**config.mk**
```make
export PLATFORM = sky130hd
export DESIGN_NAME = booth_mult_seq
export DESIGN_NICKNAME = d
export VERILOG_FILES = /design/src/rtl/booth_mult_seq.sv
export SDC_FILE = /design/constraint.sdc
export NUM_CORES = 1
export LEC_CHECK = 0
export CELL_PAD_IN_SITES_DETAIL_PLACEMENT = 2
export CELL_PAD_IN_SITES_GLOBAL_PLACEMENT = 2
export CORE_UTILIZATION = 30
export CTS_CLUSTER_DIAMETER = 100
export DETAILED_ROUTE_END_ITERATION = 10
export GPL_TIMING_DRIVEN = 0
export HOLD_SLACK_MARGIN = 0.03
export PLACE_DENSITY_LB_ADDON = 0.3
export SLEW_MARGIN = 20
export SYNTH_ARGS = -nofsm -noshare
export SYNTH_HDL_FRONTEND = slang
export SYNTH_SLANG_ARGS = --single-unit
```
**constraint.sdc**
```tcl
create_clock -name clk -period 3.2 [get_ports clk]
set_input_delay 0.48 -clock clk [delete_from_list [all_inputs] [get_ports clk]]
set_output_delay 0.48 -clock clk [all_outputs]
set_load 0.005 [all_outputs]
```
**src/rtl/booth_mult_seq.sv**
```systemverilog
// Sequential radix-2 Booth multiplier with signed/unsigned mode, start/busy/done handshake and abort.
// Result is registered and held until the next completed operation.
module booth_mult_seq #(
   parameter int WIDTH = 32
) (
   input  logic               clk,
   input  logic               rst_n,
   input  logic               start_i,
   input  logic               op_signed_i,
   input  logic               abort_i,
   input  logic [WIDTH-1:0]   mc_i,
   input  logic [WIDTH-1:0]   mp_i,
   output logic               busy_o,
   output logic               done_o,
   output logic [2*WIDTH-1:0] prod_o
);
   localparam int            W1   = WIDTH + 1;
   localparam int            CW   = $clog2(W1) + 1;
   localparam logic [CW-1:0] LAST = CW'(W1);

   // state | meaning
   // IDLE  | waiting for start
   // RUN   | one Booth step per clock, W1 steps total
   // DONE  | one-cycle done pulse; start accepted back-to-back
   typedef enum logic [1:0] {IDLE, RUN, DONE} state_t;

   state_t             state_q;
   logic [W1-1:0]      a_q, q_q, m_q;
   logic               q1_q;
   logic [CW-1:0]      count_q, count_d;
   logic               busy_q, done_q;
   logic [2*WIDTH-1:0] prod_q;

   logic [W1-1:0]      mc_ext, mp_ext, sum_d, a_d, q_d;

   // The extra operand bit lets unsigned values run through the signed Booth datapath.
   always_comb begin
      mc_ext = {op_signed_i & mc_i[WIDTH-1], mc_i};
      mp_ext = {op_signed_i & mp_i[WIDTH-1], mp_i};
      case ({q_q[0], q1_q})
         2'b01:   sum_d = a_q + m_q;
         2'b10:   sum_d = a_q + ~m_q + W1'(1);
         default: sum_d = a_q;
      endcase
      a_d     = {sum_d[W1-1], sum_d[W1-1:1]};
      q_d     = {sum_d[0], q_q[W1-1:1]};
      count_d = count_q + CW'(1);
   end

   always_ff @(posedge clk or negedge rst_n) begin
      if (!rst_n) begin
         state_q <= IDLE;
         a_q     <= '0;
         q_q     <= '0;
         m_q     <= '0;
         q1_q    <= 1'b0;
         count_q <= '0;
         busy_q  <= 1'b0;
         done_q  <= 1'b0;
         prod_q  <= '0;
      end else begin
         case (state_q)
            IDLE, DONE: begin
               done_q <= 1'b0;
               if (start_i) begin
                  a_q     <= '0;
                  m_q     <= mc_ext;
                  q_q     <= mp_ext;
                  q1_q    <= 1'b0;
                  count_q <= '0;
                  busy_q  <= 1'b1;
                  state_q <= RUN;
               end else begin
                  state_q <= IDLE;
               end
            end
            RUN: begin
               if (abort_i) begin
                  busy_q  <= 1'b0;
                  state_q <= IDLE;
               end else begin
                  a_q     <= a_d;
                  q_q     <= q_d;
                  q1_q    <= q_q[0];
                  count_q <= count_d;
                  if (count_d == LAST) begin
                     prod_q  <= {a_d[WIDTH-2:0], q_d};
                     busy_q  <= 1'b0;
                     done_q  <= 1'b1;
                     state_q <= DONE;
                  end
               end
            end
            default: begin
               busy_q  <= 1'b0;
               done_q  <= 1'b0;
               state_q <= IDLE;
            end
         endcase
      end
   end

   assign busy_o = busy_q;
   assign done_o = done_q;
   assign prod_o = prod_q;
endmodule

```
==> impl_metrics.csv <==
group,metric,value,unit
die,dieArea,39100,µm²
finish,seq_area,4360,µm²
synth,ys_ff_latch,174,
synth,yosys.cell_types.count,86,
sta,rsz0062_at_grt,"true",
setup_path,cp_max_fo,4,
setup_path,regToRegSetupSlack,-0.1,ns
finish,diodes,0,
placed_design,hpwl,37100,µm
drt,avgViaCountPerCell,5.52,
power_and_ir_drop,ir_drop,0.374,mV
die,dieWidth,198,µm
sta,slew_headroom,0.368,
synth,ys_seq_area_frac,0.378,
global_route,grt_pass1_wl,75400,µm
synth,async_flop_share,1.00,
synth,synth_top_family_by_area,"compound AO/OA/AOI/OAI gates",
finish,mostFrequentLayoutCells,"nand2_1, dfrtp_1, clkdlybuf4s50_1, o21ai_0, nor2_1",
cts,root_buffer,"clkbuf_16",
synth,synth-simple-area-share,0.208,
die,coreArea,37700,µm²
finish,nets,1733,
global_route,grt_overflow_total,0,
synth,synth-xor-area-share,0.0365,
die,chipHeight,198,µm
power_and_ir_drop,leakagePower,0.00639,µW
synth,synth_area,11500,µm²
power_and_ir_drop,power_density,915,nW/µm²
finish,area_growth,27.8,%
cts,worstSkewPairLatency,0.46,ns
sta,finalCritPeriodShare,1.03,
sta,setup_ws,-0.0989,ns
synth,synth-compound-area-share,0.235,
synth,ys_warn_count,0,
min_path,min_path_type,"reg -> reg",
cts,cts_buffer_depth,2,
sta,post-route-min-period,3.30,ns
die,io_pins,135,
finish,layout_commonest_cell,"nand2_1",
synth,muxShareOfSynthArea,0.00815,
drt,wirelength,49400,µm
synth,synth_adder_area_share,0.0774,
die,rows,71,
finish,finalNonFillerCells,2117,
setup_path,critical_path_class,"reg -> reg",
setup_path,slowest_delay,0.44,ns
setup_path,required,3.52,ns
sta,setup_viol,4,
placed_design,dp_cells,2071,
sta,holdWs,0.485,ns
placed_design,dp_worst_setup_slack,-0.622,ns
synth,synth_edf_count,0,
setup_path,cp-end-kind,"flop",
sta,maxSlewViolCount,0,
synth,netlist_instances,1424,
sta,hold_viol_final,0,
cts,htreeDepth,4,
drt,ant_nets,0,
finish,fillers,4327,
global_route,grt_pass1_vias,12600,
drt,drc,0,
sta,clock_skew,0.0163,ns
synth,synth_flop_cell,"dfrtp_1",
sta,worst_slew_pin_slew,0.949,ns
setup_path,path_cells,"ha_2, inv_2, fa_2, o21ba_4, or3_4, a31oi_4, o21ai_4, a2111oi_4, buf_4, o21ai_2, a211oi_2, a2bb2oi_2, o21ai_1",
drt,firstDrtPassIters,5,
drt,drtIter0Drc,589,
setup_path,crit_buf_inv,2,
run_status,violations,"negative setup slack",
cts,clock-sinks,174,
cts,cts_tree,"done",
placed_design,gp_congestion,0.891,
placed_design,numPortBuffers,134,
finish,multi_input_area,6870,µm²
die,start_util,0.306,
drt,drt-wirelength-per-cell,23.3,µm
setup_path,arrival,3.62,ns
synth,syn_avg_cell_area,8.08,µm²
cts,clk_pin_slew,0.08,ns
global_route,antenna_found_initial,0,
setup_path,worst_path_max_delay_cell,"dfrtp_1",
run_status,status,"finished with violations",
finish,drive_above_1_share,0.102,
cts,cts-buffers-inserted,17,
synth,syn-num-nets,1563,
global_route,grt_usage,0.255,
global_route,grt_max_degree,65,
drt,vias,11700,
job,maxCapViolations,0,
sta,clock.fmax,0.303,GHz
setup_path,cp_top_family,"compound AO/OA/AOI/OAI gates",
setup_path,start_kind,"flop",
metrics by stage:
stage	total power [µW]	utilization	instance area (µm²)	TNS, ns
after floorplan	7750	-	11500	0
after detailed placement	10200	0.360	13500	-17.94
after CTS	13000	0.384	14500	-0.0396
after global routing	14300	0.390	14700	-0.934
final	13500	0.390	14700	-0.275
after global placement	9950	0.358	13500	-1106.27
cells in the mapped netlist (11+ instances only):
| cell type | n | area share |
|---|---|---|
| nand2_1 | 287 | 0.094 |
| dfrtp_1 | 174 | 0.38 |
| o21ai_0 | 127 | 0.055 |
| nor2_1 | 107 | 0.035 |
| a21oi_1 | 77 | 0.033 |
| inv_1 | 71 | 0.023 |
| ha_1 | 68 | 0.074 |
| clkbuf_1 | 60 | 0.020 |
| a31oi_1 | 50 | 0.027 |
| nand3_1 | 40 | 0.017 |
| xnor2_1 | 39 | 0.030 |
| nor3_1 | 30 | 0.013 |
| a21o_1 | 17 | 0.011 |
| nand2b_1 | 17 | 0.0092 |
| o31ai_1 | 16 | 0.010 |
| buf_2 | 15 | 0.0065 |
| o221ai_1 | 14 | 0.011 |
| o21ai_1 | 13 | 0.0057 |
| buf_1 | 12 | 0.0039 |
| nor2b_1 | 12 | 0.0065 |
| nand4_1 | 11 | 0.0060 |
| nor4_1 | 11 | 0.0060 |
cell type report:
type,instances,area share
plain buffers,87,0.0262
well taps,511,0.0435
inverters,74,0.0189
clock buffers,17,0.0289
clock inverters,14,0.0145
multi-input cells,1086,0.467
repair buffers,154,0.105
flip-flops and latches,174,0.296
path summary, 6_finish.rpt:
check                                           start                      to  depth (start not counted)
worst max-delay path               a_q[0]$_DFFE_PN0P_  prod_o[62]$_DFFE_PN0P_                         13
worst min-delay path            prod_o[3]$_DFFE_PN0P_   prod_o[3]$_DFFE_PN0P_                          2
worst max register to register     a_q[0]$_DFFE_PN0P_  prod_o[62]$_DFFE_PN0P_                         13
worst min register to register  prod_o[3]$_DFFE_PN0P_   prod_o[3]$_DFFE_PN0P_                          2
max in group asynchronous                       rst_n     q_q[22]$_DFFE_PN0P_                          4
min in group asynchronous                       rst_n     m_q[24]$_DFFE_PN0P_                          2
kinds of logic (layout without fill, tap and decap cells):
kind of cell             Yosys count  in the layout
AO/OA/AOI/OAI                    410            410
XOR/XNOR                          48             48
adder cells (fa/ha/maj)           70             70
buffers and inverters            164            346
flip-flops                       174            174
multiplexers                       9              9
AND/OR/NAND/NOR                  549            549
flip-flops by register name, summed over array words and instances (netlist names):
| signal | cells |
|---|---|
| done_o | 1 |
| a_q | 32 |
| m_q | 33 |
| state_q | 2 |
| count_q | 7 |
| q1_q | 1 |
| busy_o | 1 |
| prod_o | 64 |
| q_q | 33 |
power by group:
part	internal (µW)	total, µW	switching [µW]
combinational	2820	7960	5130
clock	1270	2380	1110
sequential	2610	3120	516
total	6700	13500	6760
metal layers:
metal | track usage | part of all wire | up-vias
met3 | 0.0382 | 0.040 | 78
met2 | 0.422 | 0.48 | 269
met4 | 0.0695 | 0.023 | 0
met5 | 0 | 0 | -
met1 | 0.344 | 0.46 | 6041
li1 | - | - | 5308
worst reg2reg max path: stages, from the launching register on:
cell	delay, ns
dfrtp_1	0.44
ha_2	0.22
inv_2	0.04
fa_2	0.35
o21ba_4	0.22
or3_4	0.39
a31oi_4	0.19
o21ai_4	0.12
a2111oi_4	0.31
buf_4	0.22
o21ai_2	0.07
a211oi_2	0.30
a2bb2oi_2	0.21
o21ai_1	0.09
what timing repair did:
action | 4_1_cts | 5_1_grt
hold buffers | 1 | 0
pin swaps | 12 | 13
setup buffers | 11 | 6
hold endpoints to repair | 56 | 0
cloned | 0 | 0
setup endpoints to repair | 63 | 63
resized for setup | 45 | 51
(Power assumes the default switching activity.)
